File: src/rtl/crypto_stream_pkg.sv
// Shared widths and word/block types for the crypto stream block builder and splitter.
package crypto_stream_pkg;

   localparam int unsigned CS_WORD_W  = 32;
   localparam int unsigned CS_WORDS   = 4;
   localparam int unsigned CS_BLOCK_W = CS_WORD_W * CS_WORDS;

   typedef logic [CS_WORD_W-1:0]  word_t;
   typedef logic [CS_BLOCK_W-1:0] block_t;

   // Width of a counter able to hold 0..words inclusive.
   function automatic int unsigned cnt_width(input int unsigned words);
      return (words < 1) ? 1 : $clog2(words + 1);
   endfunction

endpackage

File: src/rtl/be_block_splitter.sv
// Splits a big-endian block into WORDS words, word 0 first, with valid/ready on both sides.
// Define BE_SPLITTER_PREFETCH_EN to accept the next block on the last-word edge (no bubble).
module be_block_splitter
   import crypto_stream_pkg::*;
#(
   parameter  int unsigned WORD_W  = CS_WORD_W,
   parameter  int unsigned WORDS   = CS_WORDS,
   localparam int unsigned BLOCK_W = WORD_W * WORDS
) (
   input  logic               clk,
   input  logic               rst,
   input  logic               block_valid,
   output logic               block_ready,
   input  logic [BLOCK_W-1:0] block,
   output logic               word_valid,
   input  logic               word_ready,
   output logic [WORD_W-1:0]  word,
   output logic               word_last
);

   localparam int unsigned CNT_W = cnt_width(WORDS);

   logic [CNT_W-1:0]   count;
   logic [CNT_W-1:0]   count_nxt;
   logic [BLOCK_W-1:0] shreg;
   logic [BLOCK_W-1:0] shreg_nxt;
   logic               word_xfer_c;
   logic               block_xfer_c;

   // Ready is a function of occupancy (and downstream ready when prefetching), never of block_valid.
   always_comb begin
      block_ready = (count == '0);
`ifdef BE_SPLITTER_PREFETCH_EN
      if ((count == CNT_W'(1)) && word_ready) begin
         block_ready = 1'b1;
      end
`endif
   end

   assign word_xfer_c  = word_valid && word_ready;
   assign block_xfer_c = block_valid && block_ready;

   // A block load overrides the shift so a prefetched block lands intact.
   always_comb begin
      count_nxt = count;
      shreg_nxt = shreg;
      if (word_xfer_c) begin
         count_nxt = count - CNT_W'(1);
         shreg_nxt = shreg << WORD_W;
      end
      if (block_xfer_c) begin
         count_nxt = CNT_W'(WORDS);
         shreg_nxt = block;
      end
   end

   always_ff @(posedge clk) begin
      if (rst) begin
         count      <= '0;
         shreg      <= '0;
         word_valid <= 1'b0;
         word_last  <= 1'b0;
      end else begin
         count      <= count_nxt;
         shreg      <= shreg_nxt;
         word_valid <= (count_nxt != '0);
         word_last  <= (count_nxt == CNT_W'(1));
      end
   end

   assign word = shreg[BLOCK_W-1 -: WORD_W];

endmodule

File: config.mk
export PLATFORM = sky130hd
export DESIGN_NAME = be_block_splitter
export DESIGN_NICKNAME = d
export VERILOG_FILES = /design/src/rtl/crypto_stream_pkg.sv /design/src/rtl/be_block_splitter.sv
export SDC_FILE = /design/constraint.sdc
export NUM_CORES = 1
export LEC_CHECK = 0
export BUFFER_PORTS_ARGS = -buffer_cell sky130_fd_sc_hd__buf_2
export CORE_MARGIN = 2
export CORE_UTILIZATION = 55
export CTS_CLUSTER_SIZE = 20
export DETAILED_ROUTE_END_ITERATION = 8
export PLACE_DENSITY = 0.87
export SLEW_MARGIN = 10
export SYNTH_ARGS = -nofsm -noshare
export SYNTH_HDL_FRONTEND = slang
export SYNTH_SLANG_ARGS = --single-unit
File: constraint.sdc
create_clock -name clk -period 4.2 [get_ports clk]
set_clock_uncertainty 0.05 [all_clocks]
set_input_delay 0.21 -clock clk [delete_from_list [all_inputs] [get_ports clk]]
set_output_delay 0.21 -clock clk [all_outputs]
set_load 0.05 [all_outputs]
==> impl_metrics.csv <==
group,metric,value,unit
sta,relSlewSlack,30.4,%
logic_synthesis,yosysSeqAreaShare,40.8,%
power,sw_frac_of_total,30.6,%
run,drv_cap,0,
clock_tree,cts_root_buf,"clkbuf_16",
global_route,grt.total_usage,23.4,%
sta,fin_crit_sh,58.5,%
routing,routedWlPerCell,14.8,um
power,p_total,4.07,mW
global_route,antenna_found_initial,0,
die,coreArea,11500,um^2
cells_and_area,diodes,0,
sta,min_period,2460,ps
worst_setup_path,crit_chain,"inv_1 -> ha_1 -> and3b_4 -> buf_4 -> a21oi_2 -> a211oi_2",
logic_synthesis,synth_edf_count,0,
worst_setup_path,cpMaxStageDelayCell,"and3b_4",
cells_and_area,drive_gt1_share,40.2,%
global_route,grt_max_degree,108,
clock_tree,cts-htree-levels,4,
worst_setup_path,cp.required,4460,ps
place,io_buffers,166,
place,gp_congestion,0.764,
worst_setup_path,rr_worst_depth,6,
min_path,holdPathStages,3,
logic_synthesis,async_flop_share,0,%
die,dieHeight,113,um
clock_tree,cts_tree,"built",
power,pwr-share-clk,39.9,%
run_status,status,"complete, but fails checks",
die,fp.dieArea,12800,um^2
worst_setup_path,crit_family,"simple AND/OR/NAND/NOR gates",
clock_tree,postCtsResizedCells,0,
sta,worstMarginPinSlew,1040,ps
sta,rsz0062_at_grt,"false",
worst_setup_path,crit_type,"reg2reg",
cells_and_area,final_area,7830,um^2
cells_and_area,layout.cells.non_filler,1011,
cells_and_area,nets,989,
routing,routed-via-count,5489,
place,place_ws,1760,ps
sta,fmax,407,MHz
cells_and_area,nFillCells,937,
power,p_int,2.83,mW
die,pin_count,167,
clock_tree,clk_latency,410,ps
clock_tree,clkTransAtPathRegs,60,ps
logic_synthesis,ys_top_cells_by_area,"dfxtp_1 41%, a211oi_2 13%, a21oi_2 9.4%",
sta,hold-worst-slack,11.9,ps
die,std_cell_rows,39,
worst_setup_path,r2r-start,"count[0]$_SDFF_PP0_",
min_path,whs_endpoint,"shreg[22]$_SDFFE_PP0P_",
sta,worst_slack,1740,ps
cells_and_area,utilization,68.0,%
sta,setup_viol,0,
worst_setup_path,r2r_end,"shreg[36]$_SDFFE_PP0P_",
logic_synthesis,synth_area,6530,um^2
logic_synthesis,syn_nets,872,
place,hpwl,9290,um
worst_setup_path,r2r_setup_slack,1740,ps
worst_setup_path,crit_cells,6,
power,power_frac_seq,37.2,%
routing,wl,14900,um
global_route,grtUsageMet1,31.6,%
logic_synthesis,yosys.cell_types.count,28,
clock_tree,clockBufferDepth,2,
logic_synthesis,synth_most_common_cell,"dfxtp_1",
power,power_frac_comb,22.9,%
power,power_switching,1.25,mW
worst_setup_path,critPathMaxFanout,58,
logic_synthesis,ys.flop_type,"dfxtp_1",
worst_setup_path,end_kind,"register",
global_route,grt_pass1_vias,5156,
sta,finalHoldViolations,0,
routing,vias_per_cell,5.43,
cells_and_area,areaGrowthSynthToFinish,19.9,%
global_route,grt_util_met2,37.7,%
min_path,hold_start,"block[22]",
worst_setup_path,max_stage_delay,850,ps
power,ir_drop,0.000265,V
die,initial_core_util,56.7,%
worst_setup_path,path_buf_inv,2,
global_route,grt_first_pass_wirelength,24400,um
min_path,hp-class,"in2reg",
clock_tree,numCtsBuffers,17,
routing,firstDrtPassIters,6,
run_status,violations,"DRC",
clock_tree,clkSinkCount,133,
logic_synthesis,netlist.area_leader.share,40.8,%
routing,antenna_left,0,
place,place_area,6920,um^2
logic_synthesis,synthTopCellsByCount,"133 x dfxtp_1, 130 x nand2_1, 98 x nor2_1, 70 x a211oi_2, 70 x a21oi_2",
logic_synthesis,syn_inst,738,
logic_synthesis,synth.avg_cell_area,8.85,um^2
sta,finalSetupTns,0,ps
place,dp.cells,953,
worst_setup_path,cp.arrival,2720,ps
power,power_leakage,3.08,nW
sta,slew_violations,0,
routing,post-route-drc-count,9,
logic_synthesis,ys_warn_count,0,
power,power_density,520,nW/um^2
global_route,use_met3,5.73,%
die,chipWidth,113,um
global_route,grt_overflow,0,
worst_setup_path,start_kind,"register",
logic_synthesis,synth_top_area_cell,"dfxtp_1",
logic_synthesis,synth_seq_cells,133,
global_route,grt_busiest_layer,"met2",
routing,drt_iter0_markers,396,
power by group through the flow:
stage	Clock [mW]	Sequential, mW	Combinational (mW)
2_1_floorplan	0	1.52	0.828
3_3_place_gp	0	1.53	0.895
3_5_place_dp	0	1.54	0.911
4_1_cts	1.64	1.51	0.939
5_1_grt	1.71	1.53	1.02
6_report	1.62	1.51	0.933
per-layer routing:
layer | vias up | wire [um]
met2 | 162 | 7400
li1 | 2754 | -
met5 | - | 0
met1 | 2557 | 6530
met4 | 0 | 189
met3 | 16 | 820
cell type report:
type                    count  area, um^2  share of cell area, %
multi-input cells         502        3150                   40.2
inverters                   2        7.51                 0.0958
flip-flops and latches    133        2660                   34.0
repair buffers            199        1170                   15.0
well taps                 143         179                   2.28
clock buffers              20         457                   5.83
clock inverters            12         200                   2.56
registers in the layout, summed over array words and instances, names as in the netlist:
register    cells
count           3
word_valid      1
word_last       1
shreg         128
worst max path at each step:
stage                              startpoint                       to
after floorplan           count[0]$_SDFF_PP0_   shreg[39]$_SDFFE_PP0P_
after global placement    count[0]$_SDFF_PP0_   shreg[40]$_SDFFE_PP0P_
after detailed placement  count[0]$_SDFF_PP0_   shreg[37]$_SDFFE_PP0P_
after CTS                 count[0]$_SDFF_PP0_   shreg[36]$_SDFFE_PP0P_
after global routing      count[0]$_SDFF_PP0_  shreg[116]$_SDFFE_PP0P_
final                     count[0]$_SDFF_PP0_   shreg[36]$_SDFFE_PP0P_
placed cells by master, fill, tap and decap left out, types with 25 or more instances in the layout:
cell type | synthesis | layout
buf_2 | 22 | 165
dfxtp_1 | 133 | 133
nand2_1 | 130 | 129
nor2_1 | 98 | 98
a21oi_2 | 70 | 70
a211oi_2 | 70 | 70
a21oi_1 | 60 | 60
nand3_1 | 33 | 33
dlygate4sd3_1 | 0 | 26
a211oi_1 | 25 | 25
kinds of logic (layout without fill, tap and decap cells):
| logic type | Yosys count | in the layout | share of synthesized area (%) |
|---|---|---|---|
| compound gates | 229 | 229 | 30.9 |
| simple gates | 269 | 269 | 16.5 |
| xor+xnor | 1 | 1 | 0.134 |
| buf+inv | 103 | 233 | 11.2 |
| fa+ha+maj | 2 | 2 | 0.383 |
| flops | 133 | 133 | 40.8 |
| mux | 1 | 1 | 0.172 |
worst min-delay path, cell delays in order:
cell and delay (ps):
buf_2 90, nand2_1 60, a21oi_1 50
repair_timing:
item	CTS	global route
endpoints found under the hold margin	26	0
hold buffers	26	0
setup buffers	0	0
No activity file was read; power rests on OpenSTA's default activity.
